===== src/rtl/pkt_echo_sender_pkg.sv =====
// Shared encodings and field offsets for the echo sender.
// Notification metadata layout and TCP tx-status field positions live here.
package top_k_pkg;

    localparam int NOTIF_W  = 88;
    localparam int SESS_LSB = 0;
    localparam int LEN_LSB  = 16;
    localparam int ERR_LSB  = 62;

    typedef enum logic [2:0] {
        STATE_IDLE        = 3'd0,
        STATE_META        = 3'd1,
        STATE_WAIT_STATUS = 3'd2,
        STATE_DATA        = 3'd3,
        STATE_DROP        = 3'd4
    } state_t;

    function automatic logic [31:0] tx_meta_word(input logic [15:0] sess, input logic [15:0] len);
        return {len, sess};
    endfunction

endpackage


===== src/rtl/pkt_echo_sender.sv =====
// Echoes received messages to TCP tx: meta request, status wait, then forward or drop payload.
// Payload latency 1 cycle through a one-entry output register; input stalls only while that register is full and blocked.
module pkt_echo_sender
    import top_k_pkg::*;
#(
    parameter int STATUS_TIMEOUT = 1024,
    parameter int DATA_W         = 512
) (
    input  logic                  clk,
    input  logic                  rst,
    input  logic [DATA_W+88:0]    s_axis_pkt_TDATA,
    input  logic                  s_axis_pkt_TVALID,
    output logic                  s_axis_pkt_TREADY,
    output logic [31:0]           m_axis_tx_meta_TDATA,
    output logic                  m_axis_tx_meta_TVALID,
    input  logic                  m_axis_tx_meta_TREADY,
    input  logic [63:0]           s_axis_tx_status_TDATA,
    input  logic                  s_axis_tx_status_TVALID,
    output logic                  s_axis_tx_status_TREADY,
    output logic [DATA_W-1:0]     m_axis_tx_data_TDATA,
    output logic [DATA_W/8-1:0]   m_axis_tx_data_TKEEP,
    output logic                  m_axis_tx_data_TLAST,
    output logic                  m_axis_tx_data_TVALID,
    input  logic                  m_axis_tx_data_TREADY,
    output logic [31:0]           pkt_sent_count,
    output logic [31:0]           pkt_drop_count
);

    localparam int CNT_W    = $clog2(STATUS_TIMEOUT + 1);
    localparam int META_LSB = DATA_W + 1;

    state_t              r_state;
    logic [31:0]         r_meta;
    logic                r_meta_vld;
    logic                r_status_rdy;
    logic [CNT_W-1:0]    r_cnt;
    logic [DATA_W-1:0]   r_out_dat;
    logic                r_out_last;
    logic                r_out_vld;
    logic [31:0]         r_sent;
    logic [31:0]         r_drop;

    logic [NOTIF_W-1:0]  w_notif;
    logic                w_pkt_last;
    logic                w_pkt_rdy;
    logic                w_pkt_acc;
    logic                w_status_acc;
    logic                w_status_err;
    logic                w_unused;

    assign w_notif      = s_axis_pkt_TDATA[META_LSB +: NOTIF_W];
    assign w_pkt_last   = s_axis_pkt_TDATA[DATA_W];
    assign w_status_acc = s_axis_tx_status_TVALID && r_status_rdy;
    assign w_status_err = s_axis_tx_status_TDATA[ERR_LSB +: 2] != 2'b00;
    assign w_unused     = ^{w_notif[NOTIF_W-1:32], s_axis_tx_status_TDATA[ERR_LSB-1:0]};

    // In DATA the input may advance whenever the output stage will be free at the next edge.
    assign w_pkt_rdy = (r_state == STATE_DROP) ||
                       ((r_state == STATE_DATA) && (!r_out_vld || m_axis_tx_data_TREADY));
    assign w_pkt_acc = s_axis_pkt_TVALID && w_pkt_rdy;

    always_ff @(posedge clk or posedge rst) begin
        if (rst) begin
            r_state      <= STATE_IDLE;
            r_meta       <= '0;
            r_meta_vld   <= 1'b0;
            r_status_rdy <= 1'b0;
            r_cnt        <= '0;
            r_sent       <= '0;
            r_drop       <= '0;
        end else begin
            case (r_state)
                STATE_IDLE: begin
                    if (s_axis_pkt_TVALID) begin
                        r_meta     <= tx_meta_word(w_notif[SESS_LSB +: 16], w_notif[LEN_LSB +: 16]);
                        r_meta_vld <= 1'b1;
                        r_state    <= STATE_META;
                    end
                end
                STATE_META: begin
                    if (m_axis_tx_meta_TREADY) begin
                        r_meta_vld   <= 1'b0;
                        r_status_rdy <= 1'b1;
                        r_cnt        <= '0;
                        r_state      <= STATE_WAIT_STATUS;
                    end
                end
                STATE_WAIT_STATUS: begin
                    // A status landing in the final timeout cycle still takes priority.
                    if (w_status_acc) begin
                        r_status_rdy <= 1'b0;
                        r_state      <= w_status_err ? STATE_DROP : STATE_DATA;
                    end else if (r_cnt == CNT_W'(STATUS_TIMEOUT)) begin
                        r_status_rdy <= 1'b0;
                        r_state      <= STATE_DROP;
                    end else begin
                        r_cnt <= r_cnt + 1'b1;
                    end
                end
                STATE_DATA: begin
                    if (w_pkt_acc && w_pkt_last) begin
                        r_sent  <= r_sent + 32'd1;
                        r_state <= STATE_IDLE;
                    end
                end
                STATE_DROP: begin
                    if (w_pkt_acc && w_pkt_last) begin
                        r_drop  <= r_drop + 32'd1;
                        r_state <= STATE_IDLE;
                    end
                end
                default: r_state <= STATE_IDLE;
            endcase
        end
    end

    always_ff @(posedge clk or posedge rst) begin
        if (rst) begin
            r_out_vld  <= 1'b0;
            r_out_last <= 1'b0;
            r_out_dat  <= '0;
        end else if ((r_state == STATE_DATA) && w_pkt_acc) begin
            r_out_vld  <= 1'b1;
            r_out_last <= w_pkt_last;
            r_out_dat  <= s_axis_pkt_TDATA[DATA_W-1:0];
        end else if (r_out_vld && m_axis_tx_data_TREADY) begin
            r_out_vld <= 1'b0;
        end
    end

    assign s_axis_pkt_TREADY       = w_pkt_rdy;
    assign m_axis_tx_meta_TDATA    = r_meta;
    assign m_axis_tx_meta_TVALID   = r_meta_vld;
    assign s_axis_tx_status_TREADY = r_status_rdy;
    assign m_axis_tx_data_TDATA    = r_out_dat;
    assign m_axis_tx_data_TKEEP    = '1;
    assign m_axis_tx_data_TLAST    = r_out_last;
    assign m_axis_tx_data_TVALID   = r_out_vld;
    assign pkt_sent_count          = r_sent;
    assign pkt_drop_count          = r_drop;

endmodule


===== config.mk =====
export PLATFORM = sky130hd
export DESIGN_NAME = pkt_echo_sender
export DESIGN_NICKNAME = d
export VERILOG_FILES = /design/src/rtl/pkt_echo_sender_pkg.sv /design/src/rtl/pkt_echo_sender.sv
export SDC_FILE = /design/constraint.sdc
export NUM_CORES = 1
export LEC_CHECK = 0
export CORE_AREA = 2 2 527 529
export DETAILED_ROUTE_END_ITERATION = 10
export DIE_AREA = 0 0 529 531
export MAX_ROUTING_LAYER = met4
export SLEW_MARGIN = 20
export SYNTH_ARGS = -nofsm -noshare
export SYNTH_HDL_FRONTEND = slang
export SYNTH_SLANG_ARGS = --single-unit

===== constraint.sdc =====
create_clock -name clk -period 23 [get_ports clk]
set_input_delay 3.45 -clock clk [delete_from_list [all_inputs] [get_ports clk]]
set_output_delay 3.45 -clock clk [all_outputs]
set_load 0.05 [all_outputs]

### Word-level counts from Yosys, hierarchy flattened

Cells that the tools add are included.
W data, S select, Z words.

| operators by class | value |
|---|---|
| add/sub/neg operators | 3 |
| equality and inequality tests | 11 |
| muxes and demuxes | 20 |
| reductions and logical operators | 22 |

Operators with widths:

| operator | number |
|---|---|
| $add A32 B1 Y32 const B | 2 |
| $mux W11 | 3 |
| $pmux W11 S2 | 1 |
| $mux W3 | 6 |
| $pmux W3 S4 | 1 |
| $add A11 B1 Y11 const B | 1 |
| $eq A11 B11 Y1 const B | 1 |
| $ne A2 B2 Y1 const B | 4 |
| $reduce_and A4 Y1 | 2 |
| $reduce_bool A2 Y1 | 4 |
| $mux W1 | 7 |
| $eq A3 B2 Y1 const B | 2 |
| $logic_and A1 B1 Y1 | 6 |
| $reduce_and A2 Y1 | 3 |
| $reduce_and A3 Y1 | 2 |
| $pmux W1 S2 | 2 |
| $eq A3 B1 Y1 const B | 1 |
| $eq A3 B3 Y1 const B | 1 |
| $logic_not A3 Y1 | 1 |
| $ne A3 B3 Y1 const B | 1 |
| $logic_or A1 B1 Y1 | 2 |
| $ne A2 B1 Y1 const B | 1 |
| $reduce_or A2 Y1 | 1 |
| $logic_not A1 Y1 | 1 |

| storage, ports and cells | value |
|---|---|
| register bits | 626 |
| bits of input ports | 671 |
| output and inout port bits | 677 |
| word-level logic and storage cells | 66 |

### Depth between registers and ports, before layout

Gate-level depths: netlist (run 1).

| depth | value |
|---|---|
| word-level depth | 8 |
| gate-level depth with buffers | 8 |
| depth with buffers taken out | 7 |

### Worst setup path after synthesis (run 1)

No wires, ideal clock.

| path | value |
|---|---|
| path type | input-to-output |
| start | input m_axis_tx_data_TREADY |
| end | output s_axis_pkt_TREADY |
| arrival time | 4.136 ns |
| slack | 15.414 ns |
| stages | 3 |
| path buffers | 0 |
| cell sequence | nand2b_1 > nand3_1 > nand2_1 |

| on the way | value |
|---|---|
| cells in the longest elaborated chain, start to end | 3 |

RTL lines:

| what | RTL line | text |
|---|---|---|
| start, declared | pkt_echo_sender.sv:24 | `input logic m_axis_tx_data_TREADY,` |
| $logic_or A1 B1 Y1 | pkt_echo_sender.sv:59 | `((r_state == STATE_DATA) && (!r_out_vld \|\| m_axis_tx_data_TREADY));` |
| $logic_and A1 B1 Y1 | pkt_echo_sender.sv:59 |  |
| $logic_or A1 B1 Y1 | pkt_echo_sender.sv:58 | `assign w_pkt_rdy = (r_state == STATE_DROP) \|\|` |
| end, declared | pkt_echo_sender.sv:13 | `output logic s_axis_pkt_TREADY,` |

Every way passes these cells.

### Worst setup path after layout (run 1)

Ends and elaborated chain as after synthesis.

==> reports/qor_table.md, run 1 <==
| Quantity | Reported |
| --- | --- |
| Largest net degree at the start of global routing | 88 |
| Final sum of negative setup slack | 0 ns |
| Synth area leader | sky130_fd_sc_hd__dfrtp_1 |
| Die X-Extent | 529 um |
| Residual DRC | 0 |
| Clock latency on the worst-skew pair | 0.83 ns |
| Count of buffers inserted at the top-level ports | 1165 |
| Pint | 3780 uW |
| End point of the most critical hold path | pkt_drop_count[31] |
| Count of flip-flops with a built-in enable after synthesis | 0 |
| Detailed-placement wirelength estimate | 161 mm |
| Share of synthesized area occupied by flip-flops and latches | 0.642 |
| Total wire length after detailed routing | 184 mm |
| Biggest cell delay along the critical path | 1.11 ns |
| Result of the run | completed |
| Number of vias after detailed routing | 18800 |
| R2R depth | 6 |
| Maximum capacitance violations | 0 |
| Post-synth top cells | 626 x sky130_fd_sc_hd__dfrtp_1, 546 x sky130_fd_sc_hd__mux2_2, 65 x sky130_fd_sc_hd__buf_4 |
| Area of the die | 281000 sq um |
| Nets | 3460 |
| Chain of cells forming the critical path | clkdlybuf4s50_1, nand2b_1, nand3_1, nand2_1, clkdlybuf4s50_1 |
| Worst path most repeated cell | sky130_fd_sc_hd__clkdlybuf4s50_1 |
| Quantity of hold-fixing buffers added after cts | 0 |
| Endpoint of the worst register-to-register path | m_axis_tx_data_TDATA[45] |
| Mean post-synth cell area | 15.5 sq um |
| Overall die height | 531 um |
| Clock Pin Slew Worst Setup and Hold Paths | 0.05 ns |
| Peak supply drop | 0.000132 V |
| Class of the most critical hold timing path | reg2reg |
| Setup slack after layout | 13.92 ns |
| GR Util All Layers | 0.130 |
| Part of the total power dissipated in the clock network | 0.190 |
| Row count | 193 |
| Maximum fanout count along the critical path | 6 |
| Timing-limited maximum frequency | 110 MHz |
| CTS tree | yes |
| Worst slew pin tran | 1.10 ns |
| Total setup buffers inserted after CTS | 0 |
| Area used by multi-input combinational logic | 8170 sq um |
| Antenna Violating Nets Remaining | 0 |
| Hold path startpoint | pkt_drop_count[31] |
| Count of pins on the block boundary | 1348 |
| Number of library cell types mapped by synthesis | 44 |
| DR iter-0 viols | 681 |
| Area contributors post-synth | sky130_fd_sc_hd__dfrtp_1 64%, sky130_fd_sc_hd__mux2_2 25%, sky130_fd_sc_hd__buf_4 2.0%, sky130_fd_sc_hd__xnor2_1 1.6%, sky130_fd_sc_hd__buf_2 1.0% |
| Placed Cells | 6302 |
| First-pass detailed-route iteration total | 5 |
| Residual overflow from global routing | 0 |
| Final number of setup-violating endpoints | 0 |
| Setup repair after global routing missed its margin | no |
| Element type at the critical path start | input port |
| Final cell count without fillers | 6649 |
| Design area | 43600 sq um |
| Wire length of the first global-routing pass | 223 mm |
| Share of the synthesized area in the top cell type | 0.642 |
| Final critical delay including setup and external delays | 9.08 ns |
| Ratio of final minimum period to clock period | 0.395 |
| Post-synthesis register bit count | 626 |
| Number of antenna violations at the first check in global routing | 322 |
| Synthesis-to-finish area growth | 78.7% |
| Vias per cell | 2.83 |
| Worst hold path cell count | 1 |
| Sw Share | 0.486 |
| Slowest cell on the critical path | sky130_fd_sc_hd__clkdlybuf4s50_1 |
| Leakage power | 0.0169 uW |
| Seq. cell area | 15700 sq um |
| Core Box Area | 275000 sq um |
| Routed wirelength normalized by instance count | 27.7 um |
| DP Area | 40200 sq um |
| Number of CTS-inserted buffers | 88 |
| Startpoint of the worst register-to-register path | r_state[1] |
| Post-synthesis cell area | 24400 sq um |
| Arrival time of data at the critical path endpoint | 5.63 ns |
| Number of clock sinks seen by CTS | 626 |
| Clock H-tree levels | 3 |
| Clock Root Buffer | sky130_fd_sc_hd__clkbuf_16 |
| Fillcell total | 30300 |
| Place WS | 13.83 ns |
| Sequential fraction of design power | 0.257 |
| Final Hold Fails | 0 |
| Fraction of final layout cells sized beyond drive strength 1 | 0.251 |
| Post-Synthesis Cells | 1577 |
| Crit Path Category | in2out |
| Via count of the first global-routing pass | 19300 |
| Count of instances resized after the clock tree is built | 0 |
| Register-to-Register Setup Slack | 19.47 ns |
| Proportion of synthesized flip-flops having asynchronous set or reset | 1.00 |
| Power density over the cells | 169 nW/um^2 |
| Final Max Tran Viols | 0 |
| Total net switching power | 3580 uW |
| Slew Limit Headroom | 0.268 |
| Data required time at the worst endpoint | 19.55 ns |
| Initial Utilization | 0.0886 |
| Combinational fraction of design power | 0.554 |
| GPL Wtd Cong | 0.869 |
| Leading register cell type out of synthesis | sky130_fd_sc_hd__dfrtp_1 |
| Most frequent cell after synthesis | sky130_fd_sc_hd__dfrtp_1 |
| Worst-case clock skew | 0.0579 ns |
| Yosys Warn Count | 0 |
| Clock buffer depth | 4 |
| Setup crit end kind | output port |
## per-stage QoR
stage	utilization	hold WS, ns	total power, uW
2_1_floorplan	-	0.475	4270
3_3_place_gp	0.146	0.462	6040
3_5_place_dp	0.146	0.469	6070
4_1_cts	0.157	0.480	7520
5_1_grt	0.158	0.498	7650
6_report	0.158	0.471	7360
## power by group through the flow
stage | combinational [uW] | sequential (uW) | clock [uW]
finish | 4070 | 1890 | 1390
global route | 4210 | 1950 | 1490
CTS | 4180 | 1890 | 1450
detailed placement | 4170 | 1900 | 0
global placement | 4150 | 1880 | 0
floorplan | 680 | 3590 | 0
## placed cells by master, fill, tap and decap left out, drive strengths merged, types with 8 or more instances in the layout
master         netlist  routed
buf                114      20
xnor2               44      44
clkbuf              16     123
inv                  7      12
nor3                 8       8
diode                0     198
nand3               28      28
and4                10      10
nor2                23      23
dfrtp              626     626
clkinv               0      12
nand2               40      40
xor2                23      23
and3                11      11
nand4               23      23
conb                 1      64
mux2               546     546
clkdlybuf4s50        0    1165
## critical path, delay by kind of cell
family	cells	cell delay, ns
simple gates	3	0.57
buf+inv	2	1.56
## sequential cells by signal, indices dropped and copies added, names as in the netlist
register and count:
m_axis_tx_data_TDATA 512, m_axis_tx_meta_TDATA 32, pkt_drop_count 32, pkt_sent_count 32, r_cnt 11, r_state 3
m_axis_tx_data_TLAST 1, m_axis_tx_data_TVALID 1, m_axis_tx_meta_TVALID 1, s_axis_tx_status_TREADY 1
## layout make-up
class / instances / share of cell area
Clock buffer: 123 / 0.0586
Antenna cell: 198 / 0.0114
Inverter: 7 / 0.000775
Clock inverter: 26 / 0.00778
Timing Repair Buffer: 1185 / 0.271
Sequential cell: 626 / 0.359
Multi-Input combinational cell: 877 / 0.188
Tap cell: 3607 / 0.104
## worst max-delay path by stage
stage	from	endpoint	slack (ns)	cells past startpoint
CTS	m_axis_tx_data_TREADY	s_axis_pkt_TREADY	13.83	5
floorplan	rst	m_axis_tx_data_TDATA[0]	2.02	1
global placement	m_axis_tx_data_TREADY	s_axis_pkt_TREADY	13.82	5
detailed placement	m_axis_tx_data_TREADY	s_axis_pkt_TREADY	13.83	5
finish	m_axis_tx_data_TREADY	s_axis_pkt_TREADY	13.92	5
global route	m_axis_tx_data_TREADY	s_axis_pkt_TREADY	13.77	5
## metal layers
metal	track usage	part of all wire	vias to the layer above
met5	-	0	-
li1	-	-	8173
met3	0.132	0.22	283
met1	0.114	0.32	9168
met4	0.0569	0.045	0
met2	0.180	0.41	1224
## cell families (layout without fill, tap and decap cells)
kind of cell / Yosys count / in the layout / synth area share
AND/OR/NAND/NOR: 176 / 176 / 0.0406
other: 1 / 262 / 0.000154
XOR/XNOR: 67 / 67 / 0.0241
buffers and inverters: 137 / 1341 / 0.0336
AO/OA/AOI/OAI: 20 / 20 / 0.00533
adder cells (fa/ha/maj): 4 / 4 / 0.00205
flip-flops: 626 / 626 / 0.642
multiplexers: 546 / 546 / 0.252
No activity file was read; power rests on OpenSTA's default activity.
==> run 2: changes to the inputs <==
- CORE_AREA: 2 2 527 529 -> 2 2 525 527
- DIE_AREA: 0 0 529 531 -> 0 0 527 529
- clock period: 23 -> 8.3 ns (I/O delays scaled with it)
==> run 2 against run 1 <==
Non-clock buffer count down 1. Register-to-register slack worse by 15 ns. Count of clock-buffer cells in the layout down 1. Wire length up 3.8%. Final cell count down 0.18%. Critical endpoint unchanged. Total power rose to 2.8 times the previous value. Sequential share of layout area down 0.17 points. Worst setup slack worse by 10 ns.
==> reports/qor_table.md, run 2 (same netlist as run 1, synthesis figures left out) <==
| Quantity | Reported | vs previous |
| --- | --- | --- |
| Count of instances resized after the clock tree is built | 0 | unchanged |
| Clock latency on the worst-skew pair | 0.80 ns | -0.03 ns |
| Clock buffer depth | 4 | unchanged |
| Vias per cell | 2.86 | +1.1% |
| Synthesis-to-finish area growth | 79.5% |  |
| Result of the run | completed |  |
| Slew Limit Headroom | 0.243 | -0.0250 |
| Overall die height | 529 um | -0.38% |
| Startpoint of the worst register-to-register path | r_state[1] |  |
| Setup crit end kind | output port |  |
| Arrival time of data at the critical path endpoint | 3.46 ns | -2.17 ns |
| Final number of setup-violating endpoints | 0 | unchanged |
| Initial Utilization | 0.0894 | +0.000775 |
| Final Hold Fails | 0 | unchanged |
| Residual overflow from global routing | 0 | unchanged |
| Final cell count without fillers | 6637 | -0.18% |
| Routed wirelength normalized by instance count | 28.8 um | +4.0% |
| Timing-limited maximum frequency | 213 MHz |  |
| Fillcell total | 30000 | -0.82% |
| Area of the die | 279000 sq um | -0.75% |
| Number of CTS-inserted buffers | 89 | +1.1% |
| Total wire length after detailed routing | 191 mm | +3.8% |
| First-pass detailed-route iteration total | 5 | unchanged |
| Number of clock sinks seen by CTS | 626 | unchanged |
| Via count of the first global-routing pass | 19400 | +0.48% |
| Antenna Violating Nets Remaining | 0 | unchanged |
| Most common cell after layout, fill and taps aside | sky130_fd_sc_hd__clkdlybuf4s50_1 |  |
| Fraction of final layout cells sized beyond drive strength 1 | 0.250 | -0.000968 |
| Leakage power | 0.0170 uW | +0.57% |
| Clock Root Buffer | sky130_fd_sc_hd__clkbuf_16 |  |
| Residual DRC | 0 | unchanged |
| Maximum fanout count along the critical path | 6 | unchanged |
| Wire length of the first global-routing pass | 233 mm | +4.5% |
| Total setup buffers inserted after CTS | 0 | unchanged |
| Number of flip-flops in the largest register | 512 | unchanged |
| Class of the most critical hold timing path | reg2reg |  |
| Hold path startpoint | pkt_drop_count[31] |  |
| Quantity of hold-fixing buffers added after cts | 0 | unchanged |
| Worst-case clock skew | 0.0318 ns | -0.0260 ns |
| Ratio of final minimum period to clock period | 0.567 |  |
| Top library cells by usage in the layout, fill and taps aside | 1165 x sky130_fd_sc_hd__clkdlybuf4s50_1, 626 x sky130_fd_sc_hd__dfrtp_1, 546 x sky130_fd_sc_hd__mux2_2 |  |
| Number of antenna violations at the first check in global routing | 336 | +4.3% |
| Register-to-Register Setup Slack | 4.87 ns | -14.60 ns |
| Crit Path Category | in2out |  |
| Clock H-tree levels | 3 | unchanged |
| Worst slew pin tran | 1.14 ns | +0.0375 ns |
| Count of pins on the block boundary | 1348 | unchanged |
| Post-Route Utilization | 0.160 | +0.00215 |
| Final Max Tran Viols | 0 | unchanged |
| GPL Wtd Cong | 0.878 | +1.0% |
| Data required time at the worst endpoint | 7.05 ns | -12.50 ns |
| Clock Pin Slew Worst Setup and Hold Paths | 0.07 ns | +0.02 ns |
| GR Util All Layers | 0.137 | +0.00706 |
| Final critical delay including setup and external delays | 4.70 ns |  |
| Design area | 43800 sq um | +0.48% |
| Largest net degree at the start of global routing | 172 | +95% |
| Detailed-placement wirelength estimate | 167 mm | +3.5% |
| Number of vias after detailed routing | 19000 | +0.87% |
| Row count | 192 | -0.52% |
| Overall power of the completed layout | 20800 uW | +180% |
| DP Area | 40200 sq um | about the same |
| Critical Path Source | m_axis_tx_data_TREADY |  |
| CTS tree | yes |  |
| Core Box Area | 273000 sq um | -0.87% |
| Nets | 3460 | unchanged |
| Count of buffers inserted at the top-level ports | 1165 | unchanged |
| Placed Cells | 6283 | -0.30% |
| Peak supply drop | 0.000330 V | +150% |
| Maximum capacitance violations | 0 | unchanged |
| Element type at the critical path start | input port |  |
| DR iter-0 viols | 694 | +1.9% |
| Setup repair after global routing missed its margin | no |  |
| Die X-Extent | 527 um | -0.38% |
| Power density over the cells | 475 nW/um^2 | +180% |
run 2: changes by cell type in the layout (fill, tap and decap cells not counted), moves of 2 or more:
cell / change
sky130_fd_sc_hd__clkbuf_8: -7
sky130_fd_sc_hd__clkbuf_1: +5
sky130_fd_sc_hd__buf_12: +7
sky130_fd_sc_hd__clkinv_2: +2
sky130_fd_sc_hd__buf_4: -7
sky130_fd_sc_hd__bufinv_16: +7
run 2: critical path, cell delays in order:
cell	delay, ns
sky130_fd_sc_hd__clkdlybuf4s50_1	0.46
sky130_fd_sc_hd__nand2b_1	0.23
sky130_fd_sc_hd__nand3_1	0.25
sky130_fd_sc_hd__nand2_1	0.15
sky130_fd_sc_hd__clkdlybuf4s50_1	1.09
run 2: final cells by class:
| class | instances | area [sq um] | share of cell area |
|---|---|---|---|
| multi-input combinational | 877 | 8160 | 0.186 |
| antenna | 197 | 493 | 0.0113 |
| sequential | 626 | 15700 | 0.358 |
| timing repair buffer | 1184 | 11900 | 0.272 |
| clock inverter | 35 | 569 | 0.0130 |
| tap | 3589 | 4490 | 0.103 |
| inverter | 7 | 30.0 | 0.000686 |
| clock buffer | 122 | 2500 | 0.0571 |
run 2: power breakdown:
group          total (uW)  switching (uW)  leakage [uW]  internal (uW)
registers            5240             789       0.00762           4450
logic               11500            7710       0.00787           3750
clock network        4130            1640       0.00149           2490
total               20800           10100        0.0170          10700
run 2: worst paths after layout:
path	depth (start not counted)	end
worst max-delay path	5	s_axis_pkt_TREADY
worst min-delay path	1	pkt_drop_count[31]
worst max register to register	5	m_axis_tx_data_TDATA[119]
worst min register to register	1	pkt_drop_count[31]
max in group asynchronous	4	m_axis_tx_data_TDATA[99]
min in group asynchronous	3	m_axis_tx_data_TDATA[457]
run 2: per-stage QoR:
step	hold WS, ns	worst slack (ns)	setup TNS, ns
floorplan	0.475	-1.49	-933.93
global placement	0.462	3.56	0
detailed placement	0.478	3.54	0
CTS	0.488	3.53	0
global route	0.508	3.48	0
finish	0.489	3.60	0
run 2: metal layers:
metal,vias up,wire (um),part of all wire,track usage
li1,8172,-,-,-
met1,9297,63600,0.33,0.118
met2,1286,80600,0.42,0.198
met3,257,39200,0.21,0.141
met4,0,7430,0.039,0.0447
met5,-,0,0,-
==> run 3: changes to the inputs <==
- CORE_AREA: 2 2 525 527 -> 2 2 527 529
- DIE_AREA: 0 0 527 529 -> 0 0 529 531
- clock period: 8.3 -> 4.9 ns (I/O delays scaled with it)
==> run 3 against run 2 <==
Hold slack got worse by 0.12 ns. Sequential power grew 69%. Core utilization is essentially flat.
==> reports/qor_table.md, run 3 (same netlist as run 1, synthesis figures left out) <==
| Quantity | Reported | vs previous |
| --- | --- | --- |
| Result of the run | completed |  |
| Worst Hold Slack | 0.371 ns | -0.118 ns |
| Largest net degree at the start of global routing | 122 | -29% |
| Setup repair after global routing missed its margin | no |  |
| Maximum fanout count along the critical path | 5 | -1 |
| Row count | 193 | +0.52% |
| Area of the die | 281000 sq um | +0.76% |
| Setup crit end kind | output port |  |
| Final critical delay including setup and external delays | 3.02 ns |  |
| Setup slack after layout | 1.88 ns | -1.71 ns |
| Clock Root Buffer | sky130_fd_sc_hd__clkbuf_16 |  |
| R2R depth | 5 | unchanged |
| Quantity of hold-fixing buffers added after cts | 0 | unchanged |
| Biggest cell delay along the critical path | 0.97 ns | -0.12 ns |
| Maximum capacitance violations | 0 | unchanged |
| Number of flip-flops in the largest register | 512 | unchanged |
| Register-to-Register Setup Slack | 2.41 ns | -2.46 ns |
| Count of instances resized after the clock tree is built | 0 | unchanged |
| Post-Route Utilization | 0.160 | -0.000442 |
| Place WS | 1.71 ns | -1.84 ns |
| Number of vias after detailed routing | 18900 | -0.44% |
| Worst-case clock skew | 0.0944 ns | +0.0626 ns |
| Crit path max-delay family | buffers and inverters |  |
| Clock latency on the worst-skew pair | 0.85 ns | +0.05 ns |
| Vias per cell | 2.84 | -0.91% |
| Count of buffers inserted at the top-level ports | 1165 | unchanged |
| DP Area | 40400 sq um | +0.38% |
| Fillcell total | 30400 | +1.2% |
| CTS tree | yes |  |
| Core Box Area | 275000 sq um | +0.87% |
| GR Util All Layers | 0.129 | -0.00745 |
| Final number of setup-violating endpoints | 0 | unchanged |
| Nets | 3469 | +0.26% |
| Slowest cell on the critical path | sky130_fd_sc_hd__clkdlybuf4s50_1 |  |
| DR iter-0 viols | 645 | -7.1% |
| Most common cell after layout, fill and taps aside | sky130_fd_sc_hd__clkdlybuf4s50_1 |  |
| Residual DRC | 0 | unchanged |
| Final Hold Fails | 0 | unchanged |
| Routed wirelength normalized by instance count | 27.5 um | -4.4% |
| Via count of the first global-routing pass | 19400 | -0.39% |
| Die X-Extent | 529 um | +0.38% |
| Residual overflow from global routing | 0 | unchanged |
| WP depth | 1 | -4 |
| Power density over the cells | 795 nW/um^2 | +67% |
| Initial Utilization | 0.0886 | -0.000775 |
| Clock H-tree levels | 3 | unchanged |
| First-pass detailed-route iteration total | 5 | unchanged |
| Endpoint of the worst register-to-register path | pkt_drop_count[31] |  |
| Detailed-placement wirelength estimate | 160 mm | -4.0% |
| Antenna Violating Nets Remaining | 0 | unchanged |
| Total setup buffers inserted after CTS | 0 | unchanged |
| Design area | 44100 sq um | +0.60% |
| Chain of cells forming the critical path | clkdlybuf4s50_1 |  |
| Number of clock sinks seen by CTS | 626 | unchanged |
| Worst slew pin tran | 0.983 ns | -0.152 ns |
| Wire length of the first global-routing pass | 223 mm | -4.6% |
| Class of the most critical hold timing path | in2async |  |
| Number of antenna violations at the first check in global routing | 324 | -3.6% |
| Arrival time of data at the critical path endpoint | 2.28 ns | -1.18 ns |
| Synthesis-to-finish area growth | 80.6% |  |
| Number of CTS-inserted buffers | 92 | +3.4% |
| Leakage power | 0.0171 uW | +0.75% |
| Final sum of negative setup slack | 0 ns | unchanged |
| Clock Pin Slew Worst Setup and Hold Paths | 0.06 ns | about the same |
| Total wire length after detailed routing | 183 mm | -3.9% |
| Clock buffer depth | 4 | unchanged |
| Startpoint of the worst register-to-register path | pkt_drop_count[7] |  |
| Data required time at the worst endpoint | 4.16 ns | -2.89 ns |
| Ratio of final minimum period to clock period | 0.616 |  |
| Count of pins on the block boundary | 1348 | unchanged |
| GPL Wtd Cong | 0.880 | +0.27% |
| Timing-limited maximum frequency | 331 MHz |  |
| Crit Path Category | reg2out |  |
| Overall die height | 531 um | +0.38% |
| Number of buffers and inverters on the critical path | 1 | -1 |
| Slew Limit Headroom | 0.341 | +0.0978 |
| Final Max Tran Viols | 0 | unchanged |
| Top library cells by usage in the layout, fill and taps aside | 1164 x sky130_fd_sc_hd__clkdlybuf4s50_1, 626 x sky130_fd_sc_hd__dfrtp_1, 546 x sky130_fd_sc_hd__mux2_2 |  |
| Fraction of final layout cells sized beyond drive strength 1 | 0.256 | +0.00603 |
| Element type at the critical path start | register |  |
| Peak supply drop | 0.000486 V | +48% |
run 3: changes by cell type in the layout (fill, tap and decap cells not counted), moves of 3 or more:
cell	delta
sky130_fd_sc_hd__diode_2	+3
sky130_fd_sc_hd__clkinv_2	+3
sky130_fd_sc_hd__inv_6	+4
sky130_fd_sc_hd__clkbuf_16	+4
sky130_fd_sc_hd__buf_12	+6
sky130_fd_sc_hd__clkbuf_1	-6
run 3: layer usage:
| metal | vias up | global-route usage | wire length [um] |
|---|---|---|---|
| met5 | - | - | 0 |
| met4 | 0 | 0.0467 | 7360 |
| met3 | 273 | 0.138 | 38800 |
| met2 | 1266 | 0.183 | 76300 |
| met1 | 9204 | 0.111 | 61000 |
| li1 | 8186 | - | - |
run 3: where the power goes:
group / total [uW] / switching, uW / internal, uW
clock: 7140 / 2800 / 4340
combinational: 19000 / 12700 / 6360
sequential: 8860 / 1330 / 7530
total: 35000 / 16800 / 18200
run 3: how the worst max path moves through the flow:
stage	from	endpoint	slack, ns
floorplan	rst	m_axis_tx_data_TDATA[0]	-4.38
global placement	m_axis_tx_data_TREADY	pkt_sent_count[13]	1.68
detailed placement	m_axis_tx_data_TREADY	pkt_sent_count[13]	1.71
CTS	pkt_drop_count[11]	pkt_drop_count[11]	1.73
global route	r_state[1]	s_axis_pkt_TREADY	1.67
finish	pkt_drop_count[11]	pkt_drop_count[11]	1.88
run 3: area by class of cell:
class | instances | area, sq um | share of cell area
Tap cell | 3607 | 4510 | 0.102
Sequential cell | 626 | 15700 | 0.356
Clock inverter | 42 | 594 | 0.0135
Clock buffer | 120 | 2580 | 0.0585
Antenna cell | 200 | 500 | 0.0114
Multi-Input combinational cell | 877 | 8170 | 0.185
Timing Repair Buffer | 1190 | 12000 | 0.273
Inverter | 7 | 30.0 | 0.000682
run 3: stage by stage:
stage | power (uW) | instances
global placement | 28300 | 6307
finish | 35000 | 6669
detailed placement | 28400 | 6307
CTS | 35900 | 6469
global route | 36500 | 6664
floorplan | 20100 | 1640
